`src/rtl/amba3_apb_slave_regs.sv`:
```
// ---------------------------------------------------------------------------
// amba3_apb_slave_regs
//   AMBA 3 APB completer holding a bank of read/write word registers plus a
//   window of read-only words sourced from local hardware. A fixed number of
//   wait states is inserted through pready before each transfer completes.
//
// Ports
//   pclk      in   clock, all logic on the rising edge
//   preset    in   synchronous reset, active-high
//   paddr     in   byte address (only the low 4 KB page is decoded)
//   psel      in   slave select from the bridge/decoder
//   penable   in   access phase
//   pwrite    in   1 = write, 0 = read
//   pwdata    in   write data
//   pready    out  transfer complete (registered)
//   prdata    out  read data, valid while pready = 1 (registered)
//   reg_q     out  RW register contents, reg i at [i*DATA_BITS +: DATA_BITS]
//   wr_pulse  out  one-cycle pulse, bit i set in the cycle after reg i is written
//   ro_d      in   RO register sources, RO j at [j*DATA_BITS +: DATA_BITS]
// ---------------------------------------------------------------------------
module amba3_apb_slave_regs #(
  parameter int                   ADDR_BITS   = 32,
  parameter int                   DATA_BITS   = 32,
  parameter int                   NUM_RW      = 8,
  parameter int                   NUM_RO      = 4,
  parameter int                   WAIT_STATES = 0,
  parameter logic [DATA_BITS-1:0] RESET_VALUE = '0
) (
  input  logic                        pclk,
  input  logic                        preset,
  input  logic [ADDR_BITS-1:0]        paddr,
  input  logic                        psel,
  input  logic                        penable,
  input  logic                        pwrite,
  input  logic [DATA_BITS-1:0]        pwdata,
  output logic                        pready,
  output logic [DATA_BITS-1:0]        prdata,
  output logic [NUM_RW*DATA_BITS-1:0] reg_q,
  output logic [NUM_RW-1:0]           wr_pulse,
  input  logic [NUM_RO*DATA_BITS-1:0] ro_d
);

  // Byte-offset bits below a word are ignored. Address bits above the 4 KB
  // peripheral page belong to the bridge's slot decode, so 0x100C and 0x000C
  // reach the same register.
  localparam int OFF_BITS = $clog2(DATA_BITS / 8);
  localparam int WIN_BITS = (ADDR_BITS < 12) ? ADDR_BITS : 12;
  localparam int IDX_BITS = WIN_BITS - OFF_BITS;

  localparam logic [1:0] S_IDLE  = 2'd0;
  localparam logic [1:0] S_WAIT  = 2'd1;
  localparam logic [1:0] S_READY = 2'd2;

  logic [1:0]           r_state;
  logic [3:0]           r_cnt;
  logic [IDX_BITS-1:0]  r_idx;
  logic                 r_write;
  logic [DATA_BITS-1:0] r_wdata;
  logic [DATA_BITS-1:0] r_regs [NUM_RW];

  logic [IDX_BITS-1:0]  w_addr_idx;
  logic [IDX_BITS-1:0]  w_rd_idx;
  logic [DATA_BITS-1:0] w_rd_data;
  logic                 w_unused_addr;

  assign w_addr_idx    = paddr[WIN_BITS-1:OFF_BITS];
  assign w_unused_addr = ^paddr;

  // With no wait states READY is entered on the setup edge itself, before the
  // index has been latched, so the read mux looks at the live address then.
  assign w_rd_idx = (r_state == S_IDLE) ? w_addr_idx : r_idx;

  // NOTE: every signal assigned in always_comb gets a default first, otherwise
  // an unmatched index would infer a latch.
  always_comb begin
    w_rd_data = '0;
    for (int i = 0; i < NUM_RW; i++) begin
      if (w_rd_idx == IDX_BITS'(i)) w_rd_data = r_regs[i];
    end
    for (int j = 0; j < NUM_RO; j++) begin
      if (w_rd_idx == IDX_BITS'(NUM_RW + j)) w_rd_data = ro_d[j*DATA_BITS +: DATA_BITS];
    end
  end

  // NOTE: state uses non-blocking assignments so every flop samples the
  // pre-edge values regardless of statement order.
  always_ff @(posedge pclk) begin
    if (preset) begin
      r_state  <= S_IDLE;
      r_cnt    <= '0;
      r_idx    <= '0;
      r_write  <= 1'b0;
      r_wdata  <= '0;
      pready   <= 1'b0;
      prdata   <= '0;
      wr_pulse <= '0;
      // NOTE: the register bank is discrete flops, not a RAM, so it carries a
      // reset value like any other state.
      for (int i = 0; i < NUM_RW; i++) r_regs[i] <= RESET_VALUE;
    end else begin
      wr_pulse <= '0;
      case (r_state)
        S_IDLE: begin
          // penable without a preceding setup does not start a transfer.
          if (psel && !penable) begin
            r_idx   <= w_addr_idx;
            r_write <= pwrite;
            r_wdata <= pwdata;
            if (WAIT_STATES == 0) begin
              r_state <= S_READY;
              pready  <= 1'b1;
              prdata  <= w_rd_data;
            end else begin
              r_state <= S_WAIT;
              r_cnt   <= 4'(WAIT_STATES);
            end
          end
        end
        S_WAIT: begin
          if (!psel) begin
            r_state <= S_IDLE;
          end else begin
            r_cnt <= r_cnt - 4'd1;
            if (r_cnt == 4'd1) begin
              r_state <= S_READY;
              pready  <= 1'b1;
              prdata  <= w_rd_data;
            end
          end
        end
        S_READY: begin
          if (!psel) begin
            // Abort: the master walked away, nothing is committed.
            r_state <= S_IDLE;
            pready  <= 1'b0;
            prdata  <= '0;
          end else if (penable) begin
            if (r_write) begin
              // Only RW indices match here; RO and out-of-range writes drop.
              for (int i = 0; i < NUM_RW; i++) begin
                if (r_idx == IDX_BITS'(i)) begin
                  r_regs[i]   <= r_wdata;
                  wr_pulse[i] <= 1'b1;
                end
              end
            end
            r_state <= S_IDLE;
            pready  <= 1'b0;
            prdata  <= '0;
          end
        end
        default: begin
          r_state <= S_IDLE;
          pready  <= 1'b0;
          prdata  <= '0;
        end
      endcase
    end
  end

  for (genvar gi = 0; gi < NUM_RW; gi++) begin : g_reg_q
    assign reg_q[gi*DATA_BITS +: DATA_BITS] = r_regs[gi];
  end

endmodule

```
`config.mk`:
```
export PLATFORM = sky130hd
export DESIGN_NAME = amba3_apb_slave_regs
export DESIGN_NICKNAME = d
export VERILOG_FILES = /design/src/rtl/amba3_apb_slave_regs.sv
export SDC_FILE = /design/constraint.sdc
export NUM_CORES = 1
export LEC_CHECK = 0
export ABC_AREA = 1
export BUFFER_PORTS_ARGS = -buffer_cell sky130_fd_sc_hd__buf_2
export CORE_AREA = 2 2 191 193
export DETAILED_ROUTE_END_ITERATION = 7
export DIE_AREA = 0 0 193 195
export HOLD_SLACK_MARGIN = 0.03
export PLACE_DENSITY = 0.69
export SLEW_MARGIN = 20
export SYNTH_ARGS = -nofsm -noshare
export SYNTH_HDL_FRONTEND = slang
export SYNTH_SLANG_ARGS = --single-unit
```
`constraint.sdc`:
```
create_clock -name pclk -period 4.1 [get_ports pclk]
set_input_delay 0.205 -clock pclk [delete_from_list [all_inputs] [get_ports pclk]]
set_output_delay 0.205 -clock pclk [all_outputs]
set_load 0.01 [all_outputs]
```
==> results.md, run 1 <==
Routing:
- For this run, the detailed router's first-pass iteration total came to 7.
- The total wire length is 59,200 um.
- Dividing the detail-routed wire length by the instance count gives 22.3 um.
- The violation count after the first detailed-routing iteration is 1,154.
- Detailed routing inserted a total of 14,000 vias.
- The remaining antenna violation count after routing is 0.
- After detailed routing, the number of vias per cell comes to 5.28.
- After detailed routing, the number of remaining DRC violations is 0.

Timing:
- The final-report max-slew violation count came to 0.
- The worst clock skew is 19.2 ps.
- After layout, the worst path uses 82.0% of the clock period.
- The final count of hold timing violations is 0.
- The final-layout setup total negative slack is 0 ps.
- The least setup slack across all paths after layout is 737 ps.
- For this run, the top clock speed supported by timing is 0.297 GHz.
- For the pin with the worst max-slew slack, the measured transition is 1100 ps.
- Setup violations remaining at the end of the flow were counted as 0.
- Setup repair after global routing left no endpoint under its margin.
- The shortest clock period the worst path allows after layout is 3360 ps.
- Headroom to the max-slew limit came out at 26.5%.

Global routing:
- The number of antenna violations at the first check in global routing is 4.
- The total overflow left after global routing is 0.
- The aggregate global-route resource usage is 30.2%.
- The number of global-route vias before repair is 13,100.
- Entering global routing, the biggest net connects 69 pins.
- The first-pass GRT wire length is 83,000 um.

CTS:
- The clock latency of the later-clocked register in the worst-skew pair is 520 ps.
- The post-CTS resize count is 0.
- The tree is rooted in a clkbuf_16.
- The tree built by TritonCTS fans out to 340 sinks.
- The clock tree synthesis step divided the H-tree into 2 levels.
- After clock tree synthesis, the flow added hold-fix buffers numbering 42.
- The clock transition at the register clock pins on the worst setup and hold paths after CTS is 60 ps.
- The CTS buffer count is 38.
- Once the clock tree was built, the setup fixing pass inserted 0 buffers.
- TritonCTS built the clock tree.
- The longest clock path from root to sink contains 3 buffers.

Yosys:
- For this run, the register share of the synthesized area comes to 62.1%.
- The distinct cell type count after synthesis is 34.
- The flip-flop and latch count after synthesis is 340.
- The number of instances in the synthesized netlist is 1,658.
- The number of nets in the synthesized netlist is 1,856.
- The number of warnings issued by yosys is 0.
- The post-synthesis cell area is 15,100 um2.
- Dividing the synthesized area by the synthesized cell count gives 9.10 um2.

Place:
- The cell count after placement is 2,537.
- The global placement routability congestion is 0.959.
- The count of port buffers added during placement is 471.
- Prior to clock tree synthesis, the placed netlist has a worst setup slack of 747 ps.
- The wire-length estimate of the detail-placed layout is 43,600 um.
- Summing all placed instances gives a cell area of 17,900 um2.

Finish:
- The share of post-route cells with drive strength above 1 is 28.1%.
- The area growth from synthesis to layout is 30.0%.
- The net count of the finished layout is 2,356.
- The final-layout fill cell count is 3,228.
- The non-filler instance count after layout is 2,650.
- After routing the design area is 19,600 um2.

Hold path:
- The cell count of the worst hold path is 5.
- The path class of the lowest-slack min-delay path is input port to flop.

Critical path:
- The worst setup path is launched from a flop.
- The worst register-to-register path ends at prdata[14]$_SDFFE_PP0P_.
- The worst setup path category is flop to flop.
- The source of the critical timing path is r_state[1]$_SDFFE_PP0P_.
- The number of cells on the worst reg-to-reg path is 16.
- Data on the critical path arrives at its endpoint at 3720 ps.
- In this run the register-to-register setup slack is 740 ps.
- The largest driver fanout on the critical path is 22.
- The source of the worst register-to-register timing path is r_state[1]$_SDFFE_PP0P_.
- The endpoint class of the critical path is a flop.
- The worst endpoint required time is 4460 ps.
- The endpoint of the worst setup timing path is prdata[14]$_SDFFE_PP0P_.

Floorplanning:
- In this run the count of I/O pins placed on the die edge is 494.
- The width of the die is 193 um.
- In this run the standard cell core region covers 35,400 um2.
- Once the floorplan was initialized, standard cells occupied 42.6% of the core.
- The floorplan has 69 rows.
- The die outline height is 195 um.
- The die area is 37,600 um2.

Flow run:
- Max-cap violations in this run came to 0.

Pwr:
- The post-layout total power is 8.27 mW.
- Power spread over the standard cell area amounts to 421 nW/um2.
- The static leakage power is 8.52 nW.
- The highest ir drop seen on vdd is 0.286 mV.

Outcome:
- The run finished with clean final reports.
## where the power goes
| part | switching, mW | internal (mW) | leakage (nW) |
|---|---|---|---|
| logic | 0.606 | 0.285 | 4.60 |
| registers | 0.0943 | 3.85 | 3.33 |
| clock network | 1.39 | 2.04 | 0.602 |
| total | 2.09 | 6.18 | 8.52 |
## cells by family (layout without fill, tap and decap cells)
group / Yosys count / after routing / share of synthesized area, %
AND/OR/NAND/NOR: 869 / 869 / 24.0
other: 0 / 2 / 0
adder cells (fa/ha/maj): 1 / 1 / 0.0829
flip-flops: 340 / 340 / 62.1
AO/OA/AOI/OAI: 225 / 225 / 7.79
buffers and inverters: 223 / 752 / 6.04
## placed cells by master (no fill, tap or decap), drive strengths merged, types with 53 or more instances in the layout
cell type    n
a21oi      136
buf        508
dfxtp       84
edfxtp     256
inv        132
nand2      389
nand3       53
nand4       56
nor2       341
o21ai       65
## area by class of cell
cell class	count	area [um2]	area share (%)
tap	461	577	2.94
timing repair buffer	550	3070	15.6
clock inverter	20	214	1.09
multi-input combinational	1095	4850	24.7
inverter	133	499	2.54
sequential	340	9370	47.8
antenna	2	5.00	0.0255
clock buffer	49	1030	5.27
## registers in the layout (all words and copies together), names as in the netlist
signal / cells
r_write: 1
prdata: 32
wr_pulse: 8
r_regs: 256
r_state: 1
r_idx: 10
r_wdata: 32
## layer usage
| metal | GRT usage (%) | part of all wire [%] | up-vias | wire length [um] |
|---|---|---|---|---|
| li1 | - | - | 6501 | - |
| met1 | 38.2 | 37 | 6621 | 22100 |
| met2 | 51.9 | 50 | 758 | 29300 |
| met3 | 5.07 | 9.2 | 120 | 5420 |
| met4 | 10.9 | 3.8 | 4 | 2250 |
| met5 | 0 | 0.039 | - | 23 |
## worst min-delay path by stage
stage / startpoint / end / slack, ps
after floorplan: paddr[6] / r_idx[4]$_SDFFE_PP0P_ / 340
after global placement: pwdata[3] / r_wdata[3]$_SDFFE_PP0P_ / 430
after detailed placement: pwdata[3] / r_wdata[3]$_SDFFE_PP0P_ / 440
after CTS: ro_d[109] / prdata[13]$_SDFFE_PP0P_ / 30
after global routing: ro_d[126] / prdata[30]$_SDFFE_PP0P_ / 70
final: ro_d[109] / prdata[13]$_SDFFE_PP0P_ / 50
## critical path, stage by stage, from the launching register on
cell,delay [ps]
dfxtp_1,680
inv_2,180
nand2_1,130
nand2_2,130
nand2_1,90
nor2_1,50
nand3_1,80
inv_1,350
buf_4,340
nand2_1,70
nand2_1,70
nand2_1,70
nand4_1,120
a211oi_1,500
nand4_1,160
nand2_1,100
a21oi_1,60
## cell usage after synthesis (all sizes together)
cell type  number  area share [%]
nand2         389             9.8
nor2          341             8.7
edfxtp        256              51
a21oi         136             4.5
inv           131             3.3
dfxtp          84              11
o21ai          65             2.2
clkbuf         57             1.4
nand4          56             2.3
nand3          53             1.8
buf            33             1.3
or2            20            0.83
o22ai          12            0.50
nor3            9            0.44
a211oi          6            0.30
o211ai          3            0.15
o21bai          3            0.15
clkinv          2           0.050
ha              1           0.083
nor3b           1           0.050
## per-stage QoR
| step | hold slack, ps | utilization, % |
|---|---|---|
| 6_report | 54.7 | 55.4 |
| 5_1_grt | 67.9 | 55.4 |
| 4_1_cts | 34.0 | 55.4 |
| 3_5_place_dp | 439 | 50.7 |
| 3_3_place_gp | 428 | 50.7 |
| 2_1_floorplan | 340 | - |
(Power assumes the default switching activity.)
==> run 2: changes to the inputs <==
clock period = 3.35 ns   (was 4.1 ns; I/O delays follow)
==> results.md, run 2 (synthesis results as in run 1) <==
Flow run:
- Max-cap violations in this run came to 0.

Global routing:
- The layer flagged by global routing as most heavily used is met2.
- The fraction of met2 tracks used by global routing is 51.4%.
- The met3 capacity usage during global routing is 6.18%.
- In the global route stage, overall resource usage came out at 30.4%.
- The remaining global-route overflow is 0.
- Entering global routing, the biggest net connects 69 pins.
- The first global-routing pass estimated 83,900 um of wire.
- The number of global-route vias before repair is 13,400.
- The number of antenna violations at the first check in global routing was 2.
- The global-route track usage on met1 is 37.9%.

Floorplanning:
- The number of placement rows is 69.
- The die is 195 um tall.
- From left edge to right edge, the die measures 193 um.
- In this run the count of I/O pins placed on the die edge is 494.
- The area of the core is 35,400 um2.
- The starting density of the core is 42.6%.
- The die area is 37,600 um2.

Finish:
- The register with the most flip-flops in the layout has 256 of them.
- The net count of the finished layout is 2,382.
- The non-filler instance count after layout is 2,677.
- Summing all multi-input logic gate instances after layout gives 4850 um2.
- Leaving out fill and tap cells, the most frequent cells in the layout are buf_2 (471), nand2_1 (384), nor2_1 (331).
- Cells with a size suffix above 1 make up 28.2% of the layout.
- The sequential cells in the finished layout cover a total of 9370 um2.
- Cells fill 56.4% of the core in the end.
- Leaving out fill and tap cells, the most frequent cell in the layout is buf_2.
- In the final layout, the registers with the most flip-flops are r_regs: 256 flops, prdata: 32 flops, r_wdata: 32 flops.
- After filler insertion, the fill cell instance count of the layout stands at 3,207.
- The relative area change from synthesis to final layout is 32.3%.
- More flip-flops sit in one register than any other, and that register is r_regs.

Place:
- Detailed placement finished with a half-perimeter wire length of 43,800 um.
- Input and output buffers added on the ports amount to 471.
- The cell count after placement is 2,544.
- At the end of routability-driven placement, the weighted congestion stood at 0.978.

CTS:
- The clock latency of the later-clocked register in the worst-skew pair is 520 ps.
- TritonCTS created 37 clock buffers.
- Counting along the longest clock path gives a buffer depth of 3.
- The total setup buffers inserted after CTS is 0.
- After clock tree synthesis, the clock-pin slew on the worst setup and hold paths is 70 ps.
- The number of sinks handled by clock tree synthesis is 340.
- The root buffer cell chosen for the clock tree is clkbuf_16.
- The deepest level of the CTS H-tree is 2.
- The clock tree from TritonCTS is yes.

Hold path:
- The path class of the tightest hold or removal check is input port to flop.
- The start point of the worst hold path is ro_d[96].

Critical path:
- STA classifies the critical path startpoint as a flop.
- The source of the critical timing path is r_state[1]$_SDFFE_PP0P_.
- STA classifies the critical path endpoint as a flop.
- The setup check on the worst reg-to-reg path leaves a slack of 200 ps.
- The critical path is of the flop to flop type.
- The largest driver fanout on the critical path is 10.
- The worst endpoint required time is 3790 ps.
- The data arrival at the endpoint of the critical path is 3590 ps.
- The source of the worst register-to-register timing path is r_state[1]$_SDFFE_PP0P_.

Outcome:
- The flow ran to the end, and the final reports show no timing, DRC or antenna violations.

Timing:
- In this run the tightest slew margin relative to its limit is 22.3%.
- The slew at the pin with the worst max-slew slack is 1160 ps.
- Static timing analysis puts the maximum clock frequency at 0.317 GHz.
- The final worst-path cycle share is 94.1%.
- The shortest clock period the worst path allows after layout is 3150 ps.
- Setup repair after global routing left no endpoint under its margin.
- The final-report max-slew violation count is 0.
- The final count of hold timing violations is 0.
- The clock arrives with 23.0 ps of skew.
- Setup violations remaining at the end of the flow were counted as 0.

Routing:
- Dividing the detail-routed wire length by the instance count gives 22.2 um.
- The total number of vias is 14,200.
- The remaining antenna violation count after routing is 0.
- In the routed design, unresolved DRC markers number 0.
- The average vias per placed instance is 5.32.
- The routed design has 59,500 um of wire.
- In this run, the number of DRC markers left after iteration 0 of detailed routing was 1,220.
- The pre-antenna-repair detailed-routing pass consisted of 5 iterations.

Pwr:
- The power share of the clock group is 42.1%.
- After layout, the design draws a total of 10.3 mW.
- In this run, the combinational gates consume 10.9% of the power.
- The sequential cell fraction of total power is 47.0%.
- The switching share of total power is 25.0%.
- Across the VDD grid, the largest voltage drop is 0.416 mV.
- Summed over all nets, the switching power comes to 2.57 mW.
- The internal power of the cells is 7.69 mW.
- Power spread over the standard cell area amounts to 514 nW/um2.
- The static leakage power is 8.68 nW.
-- run 2: timing repair --
action | 4_1_cts | 5_1_grt
hold buffers | 62 | 0
setup endpoints to repair | 0 | 25
gates resized for setup | 0 | 1
hold endpoints to repair | 60 | 0
-- run 2: power groups by stage --
stage,clock network (mW),logic (mW),registers [mW]
after detailed placement,0,1.05,4.91
after floorplan,0,0.473,4.96
after CTS,4.36,1.11,4.82
after global placement,0,1.04,4.90
final,4.32,1.12,4.82
after global routing,4.51,1.21,4.84
-- run 2: metal layers --
layer  wire length [um]  part of all wire, %
met1              22300                   37
met2              29100                   49
met3               5270                  8.9
met4               2780                  4.7
met5                  0                    0
-- run 2: path summary, 6_finish.rpt --
check	end	depth (start not counted)
min reg2reg	prdata[0]$_SDFFE_PP0P_	2
max	prdata[31]$_SDFFE_PP0P_	11
max reg2reg	prdata[31]$_SDFFE_PP0P_	11
min	prdata[0]$_SDFFE_PP0P_	4
-- run 2: stage by stage --
step           setup TNS [ps]  cell area [um2]  setup slack, ps  hold slack (ps)
3_3_place_gp                0            18000              420              391
2_1_floorplan          -22320            15100             -349              302
3_5_place_dp                0            18000              324              396
6_report                    0            20000              196             45.0
5_1_grt                     0            19900             44.1             52.5
4_1_cts                     0            19900              301             30.8
-- run 2: cell type report --
cell class,instances,share of cell area (%)
Sequential cell,340,47.0
Clock inverter,19,1.07
Inverter,133,2.52
Clock buffer,49,5.44
Antenna cell,3,0.0376
Timing Repair Buffer,577,16.8
Tap cell,461,2.89
Multi-Input combinational cell,1095,24.3
-- run 2: critical path, cell delays in order (launching register included) --
cell	delay, ps
dfxtp_1	450
buf_4	220
nand3_1	100
nand2_2	170
nand2_1	160
nor3_1	910
a21oi_1	350
nand4_1	170
o21ai_1	190
nand4_1	150
nand3_1	70
a21oi_1	130
